--- config.mk ---
export PLATFORM = sky130hd
export DESIGN_NAME = spi_master_engine
export DESIGN_NICKNAME = d
export VERILOG_FILES = /design/src/rtl/spi_master_engine.sv
export SDC_FILE = /design/constraint.sdc
export NUM_CORES = 1
export LEC_CHECK = 0
export BUFFER_PORTS_ARGS = -buffer_cell sky130_fd_sc_hd__buf_2
export CORE_MARGIN = 4
export CORE_UTILIZATION = 35
export CTS_BUF_LIST = sky130_fd_sc_hd__clkbuf_16
export CTS_CLUSTER_SIZE = 25
export DETAILED_ROUTE_END_ITERATION = 16
export HOLD_SLACK_MARGIN = 0.03
export PLACE_DENSITY = 0.5
export SYNTH_ARGS = -nofsm -noshare
export SYNTH_HDL_FRONTEND = slang
export SYNTH_SLANG_ARGS = --single-unit
--- constraint.sdc ---
create_clock -name Clk -period 3.79 [get_ports Clk]
set_clock_uncertainty 0.15 [all_clocks]
set_input_delay 0.5685 -clock Clk [delete_from_list [all_inputs] [get_ports Clk]]
set_output_delay 0.5685 -clock Clk [all_outputs]
set_load 0.03 [all_outputs]
--- src/rtl/spi_master_engine.sv ---
// SPI mode-0 master shift engine: one byte per transfer, MSB first.
// Drives per-cycle half-period SCK levels, MOSI and an active-low channel
// select toward the output multiplexer. MISO is sampled through a
// programmable delay line that compensates for the pin registers.
module spi_master_engine #(
  parameter int DIV      = 4,
  parameter int RX_DELAY = 2
) (
  input  logic       Clk,
  input  logic       nReset,
  input  logic       Start,
  input  logic       FastMode,
  input  logic       CsAssert,
  input  logic [7:0] TxData,
  input  logic       InSPIDi,
  output logic       Busy,
  output logic       Done,
  output logic [7:0] RxData,
  output logic       ClockRunning,
  output logic       ClockStretch,
  output logic       SPIDo,
  output logic       SPISel
);

  localparam logic [7:0] DIV_M1 = 8'(DIV - 1);
  localparam logic [7:0] TAP_MASK = 8'(1) << RX_DELAY;

  typedef enum logic [1:0] {IDLE, SHIFT, DRAIN} state_t;

  state_t      state;
  logic        fastLatched;
  logic [7:0]  txShift;     // bits still to send, next one in [7]
  logic [2:0]  bitCnt;
  logic [7:0]  divCnt;      // cycles left in the current half-period minus one
  logic        sckHigh;     // slow mode: currently in the SCK-high half
  logic        hiStart;     // this cycle is a bit's first SCK-high cycle
  logic [6:0]  hiDly;
  logic [7:0]  hiTap;
  logic        samplePulse;
  logic [7:0]  rxShift;
  logic [2:0]  rxCnt;
  logic        finish;
  logic [7:0]  rxNext;

  // Delay-line taps: tap 0 is the SCK-high marker itself, tap N is N cycles later
  always_comb begin
    hiTap       = {hiDly, hiStart};
    samplePulse = |(hiTap & TAP_MASK);
    rxNext      = {rxShift[6:0], InSPIDi};
    finish      = samplePulse && (rxCnt == 3'd7);
  end

  // Sample scheduling runs independently of the shift FSM
  always_ff @(posedge Clk or negedge nReset) begin
    if (!nReset) begin
      hiDly   <= '0;
      rxShift <= '0;
      rxCnt   <= '0;
    end else begin
      hiDly <= hiTap[6:0];
      if (samplePulse) begin
        rxShift <= rxNext;
        rxCnt   <= rxCnt + 3'd1;
      end
    end
  end

  // Channel select follows CsAssert every cycle, independent of transfers
  always_ff @(posedge Clk or negedge nReset) begin
    if (!nReset) SPISel <= 1'b1;
    else         SPISel <= ~CsAssert;
  end

  // Transfer FSM with registered clock-level, MOSI and handshake outputs
  always_ff @(posedge Clk or negedge nReset) begin
    if (!nReset) begin
      state        <= IDLE;
      fastLatched  <= 1'b0;
      txShift      <= '0;
      bitCnt       <= '0;
      divCnt       <= '0;
      sckHigh      <= 1'b0;
      hiStart      <= 1'b0;
      Busy         <= 1'b0;
      Done         <= 1'b0;
      RxData       <= '0;
      ClockRunning <= 1'b0;
      ClockStretch <= 1'b0;
      SPIDo        <= 1'b0;
    end else begin
      Done    <= 1'b0;
      hiStart <= 1'b0;
      case (state)
        IDLE: begin
          ClockRunning <= 1'b0;
          ClockStretch <= 1'b0;
          if (Start) begin
            txShift     <= {TxData[6:0], 1'b0};
            SPIDo       <= TxData[7];
            fastLatched <= FastMode;
            bitCnt      <= '0;
            divCnt      <= DIV_M1;
            sckHigh     <= 1'b0;
            Busy        <= 1'b1;
            state       <= SHIFT;
            if (FastMode) begin
              ClockStretch <= 1'b1;
              hiStart      <= 1'b1;
            end
          end
        end
        SHIFT: begin
          if (fastLatched) begin
            if (bitCnt == 3'd7) begin
              bitCnt       <= '0;
              ClockStretch <= 1'b0;
              state        <= DRAIN;
            end else begin
              bitCnt       <= bitCnt + 3'd1;
              SPIDo        <= txShift[7];
              txShift      <= {txShift[6:0], 1'b0};
              ClockStretch <= 1'b1;
              hiStart      <= 1'b1;
            end
          end else if (divCnt != 8'd0) begin
            divCnt <= divCnt - 8'd1;
          end else if (!sckHigh) begin
            sckHigh      <= 1'b1;
            ClockRunning <= 1'b1;
            ClockStretch <= 1'b1;
            hiStart      <= 1'b1;
            divCnt       <= DIV_M1;
          end else begin
            sckHigh      <= 1'b0;
            ClockRunning <= 1'b0;
            ClockStretch <= 1'b0;
            divCnt       <= DIV_M1;
            if (bitCnt == 3'd7) begin
              bitCnt <= '0;
              state  <= DRAIN;
            end else begin
              bitCnt  <= bitCnt + 3'd1;
              SPIDo   <= txShift[7];
              txShift <= {txShift[6:0], 1'b0};
            end
          end
        end
        DRAIN: begin
          ClockRunning <= 1'b0;
          ClockStretch <= 1'b0;
        end
        default: state <= IDLE;
      endcase
      // The 8th sample ends the transfer wherever the FSM happens to be
      if (finish) begin
        state        <= IDLE;
        Busy         <= 1'b0;
        Done         <= 1'b1;
        RxData       <= rxNext;
        bitCnt       <= '0;
        ClockRunning <= 1'b0;
        ClockStretch <= 1'b0;
      end
    end
  end

endmodule

==> results.py <==
metrics = {
    "cts": {
        "cts_max_level": 2,
        "cts_made_buffers": 5,
        "insertion_delay_ns": 0.29,
        "cts-hold-fix-buffers": 0,
        "cts_resized": 0,
        "cts_setup_buffers": 0,
        "cts_sinks": 49,
        "cts_tree": "yes",
        "cts_max_path_buffers": 2,
        "root_buffer": "clkbuf_16",
        "clk_pin_slew_ns": 0.07,
    },
    "placed_design": {
        "globalplace.congestion": 0.775,
        "hpwlAfterDp_mm": 3.22,
        "placed_cell_area_mm2": 0.00258,
        "io_buffers": 27,
    },
    "logic_synthesis": {
        "syn_inst": 210,
        "ys_types": 39,
        "synth-xor-area-share_pct": 2.60,
        "synthMuxAreaShare_pct": 13.9,
        "netlist_area_mm2": 0.00236,
        "synth-seq-area-share_pct": 52.1,
        "synth-compound-area-share_pct": 7.38,
        "avgSynthCellArea_um2": 11.2,
        "yosys_warnings": 0,
        "synthAdderAreaFrac_pct": 5.84,
        "synth_fp_nets": 235,
        "synthSimpleGateAreaFrac_pct": 16.3,
        "synth_top_family_by_area": "simple AND/OR/NAND/NOR gates",
        "ys_ff_latch": 49,
    },
    "setup_path": {
        "critical_path_arrival_ns": 2.64,
        "crit_fanout": 25,
        "endpoint_kind": "register",
        "rrSetupSlack_ns": 1.18,
        "critPathSlowestCell": "ha_1",
        "crit_chain": "inv_1 > ha_1 > nand2b_1 > o21bai_2 > nand2_1 > mux2_2",
        "start_kind": "register",
        "crit_buf_inv": 1,
        "path_depth": 6,
        "path_class": "reg -> reg",
        "r2r-end": "txShift[6]",
        "max_stage_delay_ns": 0.74,
        "r2r-start": "state[1]",
        "r2r_cells": 6,
        "crit_required_ns": 3.81,
        "critPathTopFamily": "adder cells",
    },
    "cells_and_area": {
        "final_cell_area_mm2": 0.00272,
        "n_fill_cell": 630,
        "fin_nets": 265,
        "multi_input_area_mm2": 0.00108,
        "final_common_cell": "dfrtp_1",
        "num_antenna_cells": 0,
        "final_cell_mix": "dfrtp_1 (48), nand2_1 (31), buf_2 (27)",
        "area_growth_pct": 15.6,
        "drive_gt1_share_pct": 28.6,
        "seq_area_mm2": 0.00123,
    },
    "pwr": {
        "peakVddDrop_v": 0.000421,
        "power.density_mw_per_mm2": 812,
        "leakagePower_nw": 1.34,
        "finalPower_mw": 2.21,
    },
    "floorplan": {
        "die_h_um": 90.0,
        "die_area_mm2": 0.00811,
        "die_w_um": 90.0,
        "boundaryPins": 28,
        "rows": 29,
        "coreArea_mm2": 0.00646,
        "initial_core_util_pct": 36.5,
    },
    "grt": {
        "grt_usage_pct": 11.7,
        "antenna_found_initial": 0,
        "grt_pass1_wl_mm": 7.80,
        "grt_max_degree": 31,
        "grt_pass1_vias": 1575,
        "overflow": 0,
    },
    "timing": {
        "period_minus_slack_ns": 2.61,
        "rsz0062_at_grt": "false",
        "tightest_slew_ns": 0.861,
        "post-route-period-util_pct": 68.9,
        "max_slew_margin_pct": 42.6,
        "slew_viol_final": 0,
        "finalSetupViolCount": 0,
        "finalSetupTns_ns": 0,
        "final_hold_viol_count": 0,
        "clock.fmax_mhz": 383,
        "holdWs_ns": 0.0703,
    },
    "detailed_routing": {
        "via_count": 1580,
        "drc": 0,
        "drt_wl_total_mm": 4.49,
        "drtIter0Drc": 56,
        "viasPerCell": 4.97,
        "drt_pass1_iterations": 4,
        "antenna_left": 0,
        "wl_per_cell_um": 14.1,
    },
    "min_path": {
        "hp-class": "in -> async",
    },
    "job": {
        "maxCapViolCount": 0,
    },
    "status": {
        "status": "finished, final reports clean",
    },
}
-- Yosys cell counts (all sizes together) --
cell type  count  area [µm²]
a211oi         1        7.51
a21bo          1        10.0
a21boi         1        7.51
a21o           1        7.51
a21oi          5        25.0
a221oi         1        8.76
a22o           4        35.0
a31oi          2        12.5
a32o           1        10.0
and3           3        18.8
clkbuf         6        22.5
dfrtp         48        1200
dfstp          1        26.3
ha            11         138
inv            6        22.5
mux2          27         308
mux2i          2        20.0
nand2         31         116
nand2b         4        25.0
nand3          3        15.0
nand4          5        31.3
nand4b         1        8.76
nor2          16        60.1
nor2b          4        25.0
nor3           4        20.0
nor3b          1        7.51
nor4           1        6.26
o21a           1        7.51
o21ai          2        10.0
o21bai         1        11.3
o22ai          1        6.26
o31ai          2        15.0
or3            2        17.5
or3b           1        8.76
or4            1        11.3
or4bb          1        11.3
xor2           7        61.3
-- worst max path at each step --
stage	start	endpoint
finish	state[1]	txShift[6]
global route	state[1]	txShift[4]
CTS	state[1]	txShift[6]
detailed placement	state[1]	txShift[6]
global placement	state[1]	txShift[4]
floorplan	divCnt[0]	sckHigh
-- per-layer routing --
| metal | wire (µm) | global-route usage (%) | vias to the layer above |
|---|---|---|---|
| li1 | - | - | 791 |
| met1 | 2220 | 16.6 | 752 |
| met2 | 2040 | 17.7 | 33 |
| met3 | 182 | 2.75 | 4 |
| met4 | 45 | 3.83 | 0 |
| met5 | 0 | 0 | - |
-- flip-flops by register name, summed over array words and instances (netlist names), 2 cells and up --
| register | count |
|---|---|
| rxShift | 7 |
| txShift | 7 |
| bitCnt | 3 |
| rxCnt | 3 |
| hiDly | 2 |
| state | 2 |
| divCnt | 8 |
| RxData | 8 |
-- logic make-up (layout without fill, tap and decap cells) --
kind of cell / count (synthesis) / in the layout
AO/OA/AOI/OAI: 24 / 24
flip-flops: 49 / 49
AND/OR/NAND/NOR: 78 / 78
XOR/XNOR: 7 / 7
buffers and inverters: 12 / 43
adder cells (fa/ha/maj): 11 / 11
multiplexers: 29 / 29
-- layout make-up --
type | count | area share (%)
Tap cell | 77 | 3.54
Inverter | 6 | 0.827
Clock buffer | 5 | 4.60
Multi-Input combinational cell | 149 | 39.8
Timing Repair Buffer | 29 | 5.51
Clock inverter | 3 | 0.643
Sequential cell | 49 | 45.1
-- through the flow --
step / setup WS, ns / std cells / util, %
detailed placement: 1.17 / 310 / 39.9
CTS: 1.13 / 318 / 42.2
floorplan: 1.63 / 210 / -
global placement: 1.22 / 310 / 39.9
finish: 1.18 / 318 / 42.2
global route: 0.919 / 318 / 42.2
-- worst reg2reg max path, cell delays in order, from the launching register on --
cell      delay, ns
dfrtp_1        0.40
inv_1          0.13
ha_1           0.74
nand2b_1       0.16
o21bai_2       0.27
nand2_1        0.28
mux2_2         0.38
-- report_power, final --
part           total, mW  internal, mW  switching, mW
clock network      0.432         0.243          0.189
registers          0.881         0.731          0.150
logic              0.898         0.415          0.483
total               2.21          1.39          0.821
Power figures use the tool's default switching activity.
